`src/rtl/sim_exit_monitor.sv`:
```
`default_nettype none
// ============================================================================
// Module   : sim_exit_monitor
// Purpose  : End-of-computation monitor for NUM_CH independent done/exit-code
//            channels (typically one per hardware thread). Each done line is
//            debounced, per-channel exit codes are captured, and a global
//            PASS / FAIL / TIMEOUT verdict is reported with a cycle watchdog.
// Ports    :
//   clk               system clock, rising edge
//   rst               synchronous active-high reset
//   enable_i          arms the monitor; low forces IDLE and clears all state
//   timeout_i         watchdog limit in cycles (0 = off), sampled on IDLE->RUN
//   done_i            per-channel end-of-computation flags
//   code_i            per-channel exit codes, channel k at [k*CODE_W +: CODE_W]
//   busy_o            high while running
//   finished_o        high in DONE or TIMEOUT
//   status_o          00 idle/running, 01 PASS, 10 FAIL, 11 TIMEOUT
//   done_mask_o       channels latched as done
//   fail_mask_o       latched channels with a nonzero code
//   first_fail_ch_o   index of the first failing channel
//   first_fail_code_o exit code of that channel
//   cycle_cnt_o       cycles spent in RUN (saturating)
// Revision : 1.0 - initial release
// ============================================================================
module sim_exit_monitor #(
  parameter int NUM_CH        = 3,
  parameter int CODE_W        = 8,
  parameter int CNT_W         = 32,
  parameter int STABLE_CYCLES = 4,
  localparam int FF_W         = (NUM_CH > 1) ? $clog2(NUM_CH) : 1
) (
  input  logic                     clk,
  input  logic                     rst,
  input  logic                     enable_i,
  input  logic [CNT_W-1:0]         timeout_i,
  input  logic [NUM_CH-1:0]        done_i,
  input  logic [NUM_CH*CODE_W-1:0] code_i,
  output logic                     busy_o,
  output logic                     finished_o,
  output logic [1:0]               status_o,
  output logic [NUM_CH-1:0]        done_mask_o,
  output logic [NUM_CH-1:0]        fail_mask_o,
  output logic [FF_W-1:0]          first_fail_ch_o,
  output logic [CODE_W-1:0]        first_fail_code_o,
  output logic [CNT_W-1:0]         cycle_cnt_o
);

  // Width of the per-channel debounce counter: it only needs to reach
  // STABLE_CYCLES-1, the latch happens on the following high cycle.
  localparam int SC_W = (STABLE_CYCLES > 1) ? $clog2(STABLE_CYCLES) : 1;
  localparam logic [SC_W-1:0] c_STABLE_LAST = SC_W'(STABLE_CYCLES - 1);

  localparam logic [1:0] c_ST_NONE    = 2'b00;
  localparam logic [1:0] c_ST_PASS    = 2'b01;
  localparam logic [1:0] c_ST_FAIL    = 2'b10;
  localparam logic [1:0] c_ST_TIMEOUT = 2'b11;

  typedef enum logic [1:0] {
    S_IDLE    = 2'b00,
    S_RUN     = 2'b01,
    S_DONE    = 2'b10,
    S_TIMEOUT = 2'b11
  } state_e;

  state_e              state_q;
  logic [CNT_W-1:0]    tmo_q;
  logic [CNT_W-1:0]    cycle_cnt_q;
  logic [CNT_W-1:0]    cycle_cnt_d;
  logic [NUM_CH-1:0]   done_mask_q;
  logic [NUM_CH-1:0]   fail_mask_q;
  logic [FF_W-1:0]     ff_ch_q;
  logic [CODE_W-1:0]   ff_code_q;
  logic                busy_q;
  logic                finished_q;
  logic [1:0]          status_q;

  logic [NUM_CH-1:0]   w_latch;    // channel qualifies this cycle
  logic [NUM_CH-1:0]   w_fail;     // qualifying channel carries a nonzero code
  logic                w_ff_hit;
  logic [FF_W-1:0]     w_ff_ch;
  logic [CODE_W-1:0]   w_ff_code;
  logic                w_all_done;
  logic                w_tmo_hit;

  // --------------------------------------------------------------------------
  // Per-channel debounce. The counter is held at zero outside RUN and once
  // the channel has latched, so later done_i/code_i activity is ignored.
  // --------------------------------------------------------------------------
  for (genvar k = 0; k < NUM_CH; k++) begin : g_ch
    logic [SC_W-1:0]   stab_q;
    logic [CODE_W-1:0] w_code;

    assign w_code     = code_i[k*CODE_W +: CODE_W];
    assign w_latch[k] = (state_q == S_RUN) && !done_mask_q[k] &&
                        done_i[k] && (stab_q == c_STABLE_LAST);
    assign w_fail[k]  = w_latch[k] && (w_code != '0);

    always_ff @(posedge clk) begin
      if (rst || !enable_i || (state_q != S_RUN) || done_mask_q[k]) begin
        stab_q <= '0;
      end else if (!done_i[k]) begin
        stab_q <= '0;
      end else if (stab_q != c_STABLE_LAST) begin
        stab_q <= stab_q + SC_W'(1);
      end
    end
  end

  // Lowest-index failing channel among those latching this cycle: scan from
  // the top so the lowest index overwrites last.
  always_comb begin
    w_ff_hit  = 1'b0;
    w_ff_ch   = '0;
    w_ff_code = '0;
    for (int k = NUM_CH - 1; k >= 0; k--) begin
      if (w_fail[k]) begin
        w_ff_hit  = 1'b1;
        w_ff_ch   = FF_W'(k);
        w_ff_code = code_i[k*CODE_W +: CODE_W];
      end
    end
  end

  assign cycle_cnt_d = (cycle_cnt_q == '1) ? cycle_cnt_q : cycle_cnt_q + CNT_W'(1);

  // Completion is judged on the registered mask, so the verdict appears one
  // cycle after the final latch update. When the mask fills in the same cycle
  // the watchdog expires, completion takes priority.
  assign w_all_done = &done_mask_q;
  assign w_tmo_hit  = (tmo_q != '0) && (cycle_cnt_q == tmo_q - CNT_W'(1));

  // --------------------------------------------------------------------------
  // Control FSM with registered outputs
  // --------------------------------------------------------------------------
  always_ff @(posedge clk) begin
    if (rst || !enable_i) begin
      state_q     <= S_IDLE;
      tmo_q       <= '0;
      cycle_cnt_q <= '0;
      done_mask_q <= '0;
      fail_mask_q <= '0;
      ff_ch_q     <= '0;
      ff_code_q   <= '0;
      busy_q      <= 1'b0;
      finished_q  <= 1'b0;
      status_q    <= c_ST_NONE;
    end else begin
      case (state_q)
        S_IDLE: begin
          state_q <= S_RUN;
          tmo_q   <= timeout_i;
          busy_q  <= 1'b1;
        end

        S_RUN: begin
          cycle_cnt_q <= cycle_cnt_d;
          done_mask_q <= done_mask_q | w_latch;
          fail_mask_q <= fail_mask_q | w_fail;
          // First fail is taken only while no failure has been recorded yet.
          if (w_ff_hit && (fail_mask_q == '0)) begin
            ff_ch_q   <= w_ff_ch;
            ff_code_q <= w_ff_code;
          end
          if (w_all_done) begin
            state_q    <= S_DONE;
            busy_q     <= 1'b0;
            finished_q <= 1'b1;
            status_q   <= (fail_mask_q == '0) ? c_ST_PASS : c_ST_FAIL;
          end else if (w_tmo_hit) begin
            state_q    <= S_TIMEOUT;
            busy_q     <= 1'b0;
            finished_q <= 1'b1;
            status_q   <= c_ST_TIMEOUT;
          end
        end

        default: begin
          // DONE and TIMEOUT are sticky until enable_i drops.
          state_q <= state_q;
        end
      endcase
    end
  end

  assign busy_o            = busy_q;
  assign finished_o        = finished_q;
  assign status_o          = status_q;
  assign done_mask_o       = done_mask_q;
  assign fail_mask_o       = fail_mask_q;
  assign first_fail_ch_o   = ff_ch_q;
  assign first_fail_code_o = ff_code_q;
  assign cycle_cnt_o       = cycle_cnt_q;

endmodule
`default_nettype wire

```
`config.mk`:
```
export PLATFORM = sky130hd
export DESIGN_NAME = sim_exit_monitor
export DESIGN_NICKNAME = d
export VERILOG_FILES = /design/src/rtl/sim_exit_monitor.sv
export SDC_FILE = /design/constraint.sdc
export NUM_CORES = 1
export LEC_CHECK = 0
export ABC_AREA = 1
export CORE_MARGIN = 5
export CORE_UTILIZATION = 47
export DETAILED_ROUTE_END_ITERATION = 8
export PLACE_DENSITY = 0.75
export SYNTH_ARGS = -nofsm -noshare
export SYNTH_HDL_FRONTEND = slang
export SYNTH_SLANG_ARGS = --single-unit
```
`constraint.sdc`:
```
create_clock -name clk -period 1.9 [get_ports clk]
set_input_delay 0.285 -clock clk [delete_from_list [all_inputs] [get_ports clk]]
set_output_delay 0.285 -clock clk [all_outputs]
set_load 0.02 [all_outputs]
```
Word level (Yosys, flattened, before mapping)

Cells that the tools add are included.

Register bits: 92
Bits of input ports: 62
Output and inout bits: 52
Logic and storage cells: 93

Add/sub/neg operators: 5
Equality and inequality tests: 11
Mux-type cells: 19
Bitwise logic cells: 6
Reductions and logical operators: 39

Operators by type and width:

| kind                  | number |
|---|---|
| $add 32x1->32 const B | 1 |
| $eq 32x32->1          | 1 |
| $eq 32x32->1 const B  | 1 |
| $reduce_bool 32->1    | 1 |
| $sub 32x1->32 const B | 1 |
| $mux 8                | 3 |
| $reduce_bool 8->1     | 3 |
| $logic_and 1x1->1     | 14 |
| $mux 2                | 7 |
| $reduce_and 2->1      | 4 |
| $mux 1                | 7 |
| $add 2x1->2 const B   | 3 |
| $eq 2x2->1 const B    | 3 |
| $ne 2x2->1 const B    | 3 |
| $or 3x3->3            | 2 |
| $reduce_or 2->1       | 3 |
| $logic_or 1x1->1      | 5 |
| $logic_not 1->1       | 4 |
| $not 1->1             | 4 |
| $pmux 2 s2            | 1 |
| $reduce_bool 2->1     | 2 |
| $logic_not 3->1       | 1 |
| $ne 3x3->1 const B    | 1 |
| $reduce_and 3->1      | 1 |
| other kinds (4)       | 4 |

Depth between registers and ports, before layout

Gate-level depths: netlist of run 1.

Depth in word-level cells: 10
Depth in mapped cells: 17
Mapped depth without buffers: 17

Worst setup path after synthesis of run 1

No wires, ideal clock.

Path type: flip-flop to flip-flop
Start: register cycle_cnt_q[1] (netlist: cycle_cnt_o[1])
End: register cycle_cnt_q[22] (netlist: cycle_cnt_o[22])
Setup time: 0.131 ns
Arrival: 1.753 ns
Required time: 1.769 ns
Slack: 0.017 ns
Cell stages (with the launch flop): 14
Buffers on the path: 0
Clock period less this slack: 1.883 ns
Cells stage by stage: dfxtp_1 > ha_1 > inv_1 > nor3_1 > nand2_1 > nor2_1 > nand2_1 > nand2_2 > inv_2 > nand4_2 > nor2_1 > nand3_1 > nand2_1 > nor3b_2

Cells in the longest elaborated chain, start to end: 3
Elaborated cells on any way between the ends: 4
Those cells by class: 1 x add/sub; 1 x eq/ne; 1 x bitwise; 1 x reduce/logical

Ends and longest elaborated chain:

| element                                                               | RTL line | text |
|---|---|---|
| start: declaration                                                    | 67       | `logic [CNT_W-1:0] cycle_cnt_q;` |
| start signal: assignment                                              | 156      | `cycle_cnt_q <= cycle_cnt_d;` |
| parallel branches: the longest is 3 deep, another holds $add 32x1->32 | --       |  |

Several ways; the timed one is not identified.
A chain may end at the register's enable or synchronous reset.

Worst setup path in the final report of run 1

Start: register tmo_q[28]
End: register busy_q (netlist: busy_o)

Cells in the longest elaborated chain, start to end: 5
Elaborated cells on any way between the ends: 6
Those cells by class: 1 x add/sub; 2 x eq/ne; 3 x reduce/logical

Ends and longest elaborated chain:

| element                      | RTL line | text |
|---|---|---|
| start: declaration           | 66       | `logic [CNT_W-1:0] tmo_q;` |
| start signal: assignment     | 151      | `tmo_q <= timeout_i;` |
| $sub 32x1->32                | 130      | `assign w_tmo_hit = (tmo_q != '0) && (cycle_cnt_q == tmo_q - CNT_W'(1));` |
| $eq 32x32->1                 | 130      |  |
| $logic_and 1x1->1 *          | 130      |  |
| $ne 3x3->1 (no line) *       | --       |  |
| $reduce_and 2->1 (no line) * | --       |  |
| end signal: assignment       | 144      | `busy_q <= 1'b0;` |
| end signal: assignment       | 152      | `busy_q <= 1'b1;` |
| end signal: assignment       | 166      | `busy_q <= 1'b0;` |
| end: declaration             | 73       | `logic busy_q;` |

Every way passes the cells marked *; elsewhere a longest branch is shown, timed or not.

==> qor.yml, run 1 <==
placed_design:
  hpwl_mm: 14.9
  io_buffers: 113
  gp_congestion: 0.998
  placed_area_um2: 7760
sta:
  finalSetupViolCount: 5
  setup_ws_ns: -0.168
  fmax_ghz: 0.484
  timing.setup.tns_ns: -0.806
  rsz0062_at_grt: "yes"
  hold_ws_ns: 0.492
  fin_crit_sh_pct: 109
  hold_violations: 0
  clock_skew_ns: 0.00609
  slew_headroom_pct: 65.5
  tightest_slew_ns: 0.514
  final_max_slew_viol_count: 0
  post-route-min-period_ns: 2.07
final_layout:
  layout.nets: 1155
  final_cell_area_um2: 8600
  syn2layout_area_growth_pct: 51.5
  fill_cells: 1028
  insertedDiodeCount: 0
  layout_commonest_cell: "nand2_1"
  drive_above_1_share_pct: 24.2
  layout_common_cells: "nand2_1 (167), buf_4 (118), nor2_1 (114), clkdlybuf4s50_1 (113), inv_1 (85)"
synthesis:
  ys_ff_latch: 92
  yosys_warnings: 0
  synth_cell_types: 43
  netlist_instances: 859
  ys_async_sr_fraction_pct: 0
  syn-mean-instance-area_um2: 6.61
  synth_edf_count: 0
  syn_area_um2: 5680
  synth_ff_type: "dfxtp_1"
  ys_seq_area_share_pct: 32.4
  syn_nets: 927
clock_tree:
  hold_buffers: 0
  htree_levels: 3
  clk_path_buf_depth: 2
  cts_tree: "done"
  cts_sinks: 92
  insertion_delay_ns: 0.36
  cts_root_buffer: "clkbuf_16"
  numCtsBuffers: 9
  clk_pin_slew_ns: 0.07
setup_path:
  regToRegEndpoint: "busy_o"
  ff2ff_setup_slack_ns: -0.17
  crit_fanout: 5
  r2r-start: "tmo_q[28]"
  worstPathRequired_ns: 2.15
  worst_r2r_path_depth: 14
  arrival_ns: 2.32
  crit_path_start_kind: "flop"
  crit_type: "reg -> reg"
  end_kind: "flop"
routing:
  vias_per_cell: 5.27
  highest_layer: "met4"
  post-route-drc-count: 0
  vias: 6524
  wl_met2_mm: 9.44
  drtIter0Drc: 566
  wl_met3_mm: 1.45
  ant_nets: 0
  wire_per_inst_um: 15.9
  first_pass_iters: 5
  wl_met1_mm: 8.31
  wirelength_mm: 19.7
flow_run:
  max_cap_violations: 0
power:
  peakVddDrop_uv: 531
  power.share.switching_pct: 28.5
  p_sw_w: 0.00144
  p_leak_nw: 3.69
  p_seq_share_pct: 39.9
  clockPowerShare_pct: 38.7
  cell_internal_pwr_w: 0.00361
  power.density_nw_per_um2: 588
  combPwrFrac_pct: 21.4
die:
  ios: 114
  core-area_um2: 11900
  die_w_um: 120
  die_y_um: 120
  dieArea_um2: 14400
  start_util_pct: 47.7
  rows: 40
global_route:
  antenna_found_initial: 0
  grt_first_pass_wirelength_mm: 30.9
  grt_pass1_vias: 6203
  grt_start_max_net_pins: 34
  grt-ovfl-total: 0
  track_usage_pct: 26.9
worst_hold_path:
  holdCritPathClass: "reg -> reg"
  min_to: "first_fail_ch_o[0]"
  worstHoldPathCells: 2
  min-delay-start: "first_fail_ch_o[0]"
status:
  status: "complete, but fails checks"
  violations: "setup timing"
per-stage QoR:
stage                     instances  setup slack [ns]  util (%)  power [W]
after global routing           1239            -0.294      72.2    0.00526
after detailed placement       1207            -0.211      65.2    0.00296
after CTS                      1228           -0.0681      69.8    0.00498
final                          1239            -0.168      72.2    0.00505
after global placement         1207            -0.151      65.2    0.00296
after floorplan                 859            0.0167         -    0.00256
worst max-delay path, stage by stage (launching register included):
cell,delay (ns)
dfxtp_1,0.34
nor2_1,0.24
nand2_1,0.10
nor2_1,0.19
nand2_2,0.12
nor2_1,0.12
nand2_1,0.10
nand3_2,0.07
nand2_1,0.05
nor2_1,0.12
nand2_1,0.09
nor2_2,0.13
nand3_4,0.15
nand3_1,0.10
nor2_1,0.04
cells by family (layout without fill, tap and decap cells):
kind of cell    after synthesis  count (layout)  share of synthesized area (%)
buf+inv                     118             350                           8.11
simple gates                457             458                           37.2
mux                           3               3                          0.529
xor+xnor                     53              53                           8.18
compound gates              130             130                           12.2
fa+ha+maj                     6               6                           1.32
flops                        92              92                           32.4
power groups by stage:
stage	combinational, W	clock [W]	sequential (W)
final	0.00108	0.00195	0.00202
after global routing	0.00118	0.00206	0.00202
after CTS	0.000990	0.00198	0.00201
after detailed placement	0.000916	0	0.00205
after global placement	0.000910	0	0.00205
after floorplan	0.000518	0	0.00204
sequential cells by signal (all words and copies together) (netlist names):
signal,flops
state_q,2
done_mask_o,3
g_ch.stab_q,6
status_o,2
first_fail_code_o,8
cycle_cnt_o,32
busy_o,1
finished_o,1
tmo_q,32
fail_mask_o,3
first_fail_ch_o,2
Yosys cell counts, types with 3 or more instances:
master / number / share of area (%)
nand2_4: 3 / 0.60
xor2_1: 40 / 6.2
o21ai_0: 48 / 4.2
clkbuf_1: 15 / 0.99
nor3b_1: 3 / 0.40
nor2_8: 3 / 1.1
nor2_4: 4 / 0.79
inv_2: 8 / 0.53
nor2_2: 7 / 0.77
dfxtp_1: 92 / 32
nand4_1: 20 / 2.2
ha_1: 6 / 1.3
nor4_1: 8 / 0.88
nand2_2: 10 / 1.1
inv_1: 88 / 5.8
buf_2: 4 / 0.35
nor3_1: 23 / 2.0
a21oi_1: 57 / 5.0
mux2i_1: 3 / 0.53
nand2_1: 174 / 12
nand3_1: 48 / 4.2
xnor2_1: 13 / 2.0
nor3_2: 6 / 1.1
o21ai_1: 11 / 0.97
nor2_1: 140 / 9.3
area by class of cell:
class	count	area [µm²]	share of cell area, %
flip-flops and latches	92	1870	21.7
well taps	147	184	2.14
clock buffers	10	229	2.66
inverters	96	362	4.21
repair buffers	238	2130	24.8
clock inverters	6	88.8	1.03
multi-input cells	650	3740	43.5
timing repair:
action,CTS,global route
resized for setup,52,51
setup endpoints to repair,6,29
setup buffers,4,11
gates cloned,1,0
pin swaps,32,23
endpoints found under the hold margin,0,0
per-layer routing:
layer | track usage, % | up-vias
met5 | 0 | -
met1 | 34.6 | 2976
li1 | - | 3250
met4 | 8.88 | 0
met3 | 6.08 | 39
met2 | 44.5 | 259
how the worst max path moves through the flow:
stage | cells after the start | slack (ns) | endpoint | startpoint
CTS | 16 | -0.07 | state_q[1] | tmo_q[1]
floorplan | 13 | 0.02 | cycle_cnt_o[22] | cycle_cnt_o[1]
global placement | 10 | -0.15 | first_fail_code_o[1] | code_i[0]
finish | 14 | -0.17 | busy_o | tmo_q[28]
global route | 15 | -0.29 | state_q[1] | tmo_q[16]
detailed placement | 10 | -0.21 | first_fail_code_o[1] | code_i[0]
Power figures use the tool's default switching activity.
==> run 2, diff against run 1 <==
RECOVER_POWER = 100   (was not set)
==> run 2 against run 1 <==
Compared with the run above:
- the run still ends with setup timing left
- non-clock buffer count did not move
- wire length fell by 0.28%
- final cell count did not move
- die area did not move
- critical endpoint unchanged
- largest cell class unchanged
==> qor.yml, run 2 (synthesized netlist as in run 1, its figures left out) <==
clock_tree:
  htree_levels: 3  # unchanged
  clk_pin_slew_ns: 0.07  # about the same
  cts_sinks: 92  # unchanged
  clk_path_buf_depth: 2  # unchanged
  numCtsBuffers: 9  # unchanged
  cts_tree: "done"  # unchanged
  hold_buffers: 0  # unchanged
  cts_root_buffer: "clkbuf_16"  # unchanged
  insertion_delay_ns: 0.36  # about the same
setup_path:
  worstPathRequired_ns: 2.16  # was 2.15 ns
  crit_type: "reg -> reg"  # unchanged
  worst_r2r_path_depth: 14  # unchanged
  r2r-start: "tmo_q[26]"  # was tmo_q[28]
  end_kind: "flop"  # unchanged
  ff2ff_setup_slack_ns: -0.16  # was -0.17 ns
  arrival_ns: 2.31  # was 2.32 ns
  crit_path_start_kind: "flop"  # unchanged
  regToRegEndpoint: "busy_o"  # unchanged
  crit_fanout: 5  # unchanged
final_layout:
  layout_commonest_cell: "nand2_1"  # unchanged
  finish.utilization_pct: 71.6  # was 72.2%
  layout_common_cells: "nand2_1 (168), nor2_1 (115), buf_4 (106), inv_1 (87), dfxtp_1 (76)"  # was nand2_1 (167), buf_4 (118), nor2_1 (114), clkdlybuf4s50_1 (113), inv_1 (85)
  final_cell_area_um2: 8530  # was 8600 µm²
  syn2layout_area_growth_pct: 50.2  # was 51.5%
  insertedDiodeCount: 0  # unchanged
  fill_cells: 1041  # was 1028
  drive_above_1_share_pct: 23.3  # was 24.2%
  layout.nets: 1155  # unchanged
worst_hold_path:
  min_to: "state_q[0]"  # was first_fail_ch_o[0]
  min-delay-start: "state_q[0]"  # was first_fail_ch_o[0]
  worstHoldPathCells: 2  # unchanged
  holdCritPathClass: "reg -> reg"  # unchanged
global_route:
  grt_start_max_net_pins: 34  # unchanged
  track_usage_pct: 26.9  # unchanged
  grt-ovfl-total: 0  # unchanged
  antenna_found_initial: 0  # unchanged
  grt_first_pass_wirelength_mm: 30.9  # unchanged
  grt_pass1_vias: 6203  # unchanged
sta:
  hold_violations: 0  # unchanged
  final_max_slew_viol_count: 0  # unchanged
  timing.setup.tns_ns: -0.876  # was -0.806 ns
  post-route-min-period_ns: 2.06  # was 2.07 ns
  rsz0062_at_grt: "yes"  # unchanged
  clock_skew_ns: 0.00599  # was 0.00609 ns
  tightest_slew_ns: 0.541  # was 0.514 ns
  slew_headroom_pct: 63.7  # was 65.5%
  fin_crit_sh_pct: 108  # was 109%
  fmax_ghz: 0.487  # was 0.484 GHz
  finalSetupViolCount: 10  # was 5
  setup_ws_ns: -0.155  # was -0.168 ns
power:
  power.density_nw_per_um2: 592  # was 588 nW/µm²
  p_leak_nw: 3.79  # was 3.69 nW
  peakVddDrop_uv: 530  # was 531 µV
routing:
  wire_per_inst_um: 15.9  # about the same
  drtIter0Drc: 616  # was 566
  wirelength_mm: 19.7  # about the same
  vias_per_cell: 5.27  # about the same
  ant_nets: 0  # unchanged
  first_pass_iters: 5  # unchanged
  vias: 6535  # was 6524
  post-route-drc-count: 0  # unchanged
die:
  ios: 114  # unchanged
  core-area_um2: 11900  # unchanged
  die_w_um: 120  # unchanged
  start_util_pct: 47.7  # unchanged
  dieArea_um2: 14400  # unchanged
  die_y_um: 120  # unchanged
  rows: 40  # unchanged
status:
  violations: "setup timing"  # unchanged
  status: "complete, but fails checks"  # unchanged
placed_design:
  gp_congestion: 0.998  # unchanged
  hpwl_mm: 14.9  # unchanged
  io_buffers: 113  # unchanged
  placed_area_um2: 7760  # unchanged
flow_run:
  max_cap_violations: 0  # unchanged
run 2: changes by cell type in the layout (fill, tap and decap cells not counted), sizes merged:
cell           previous run  this run
clkbuf                   10        23
clkdlybuf4s50           113        71
dlygate4sd3               0        42
buf                     125       112
run 2: repair_timing:
item,in CTS,in global routing
cloned,1,0
gates resized for setup,52,51
pin swaps,32,23
setup endpoints to repair,6,29
setup buffers,4,11
run 2: area by class of cell:
cell class	instances	area, µm²	share of cell area, %
Inverter	96	362	4.24
Clock buffer	10	229	2.69
Timing Repair Buffer	238	2080	24.4
Multi-Input combinational cell	650	3720	43.6
Tap cell	147	184	2.16
Sequential cell	92	1860	21.9
Clock inverter	6	88.8	1.04
run 2: worst max-delay path, stage by stage (launching register included):
cell     delay (ns)
dfxtp_1        0.34
nor2_1         0.24
nand2_1        0.10
nor2_1         0.18
nand2_2        0.12
nor2_1         0.12
nand2_1        0.10
nand3_2        0.07
nand2_1        0.05
nor2_1         0.12
nand2_1        0.09
nor2_2         0.13
nand3_4        0.15
nand3_1        0.10
nor2_1         0.04
run 2: how the worst max path moves through the flow:
stage                              start                    to  slack, ns  cells after the start
after floorplan           cycle_cnt_o[1]       cycle_cnt_o[22]       0.02                     13
after global placement         code_i[0]  first_fail_code_o[1]      -0.15                     10
after detailed placement       code_i[0]  first_fail_code_o[1]      -0.21                     10
after CTS                       tmo_q[1]            state_q[1]      -0.07                     16
after global routing           tmo_q[16]            state_q[1]      -0.29                     15
final                          tmo_q[26]                busy_o      -0.16                     14
run 2: where the power goes:
part	internal [W]	leakage [nW]	switching, W
combinational	0.000485	2.89	0.000584
sequential	0.00197	0.754	0.0000508
clock	0.00115	0.149	0.000809
total	0.00361	3.79	0.00144
run 2: metal layers:
| layer | track usage [%] | part of all wire (%) | wire (µm) |
|---|---|---|---|
| met1 | 34.6 | 43 | 8420 |
| met2 | 44.5 | 48 | 9410 |
| met3 | 6.08 | 6.6 | 1310 |
| met4 | 8.88 | 2.8 | 544 |
| met5 | 0 | 0 | 0 |
run 2: metrics by stage:
stage | setup WS, ns | hold WS (ns) | cells | total power, W
floorplan | 0.0167 | 0.420 | 859 | 0.00256
global placement | -0.151 | 0.477 | 1207 | 0.00296
detailed placement | -0.211 | 0.477 | 1207 | 0.00296
CTS | -0.0681 | 0.490 | 1228 | 0.00498
global route | -0.293 | 0.517 | 1239 | 0.00525
finish | -0.155 | 0.480 | 1239 | 0.00505
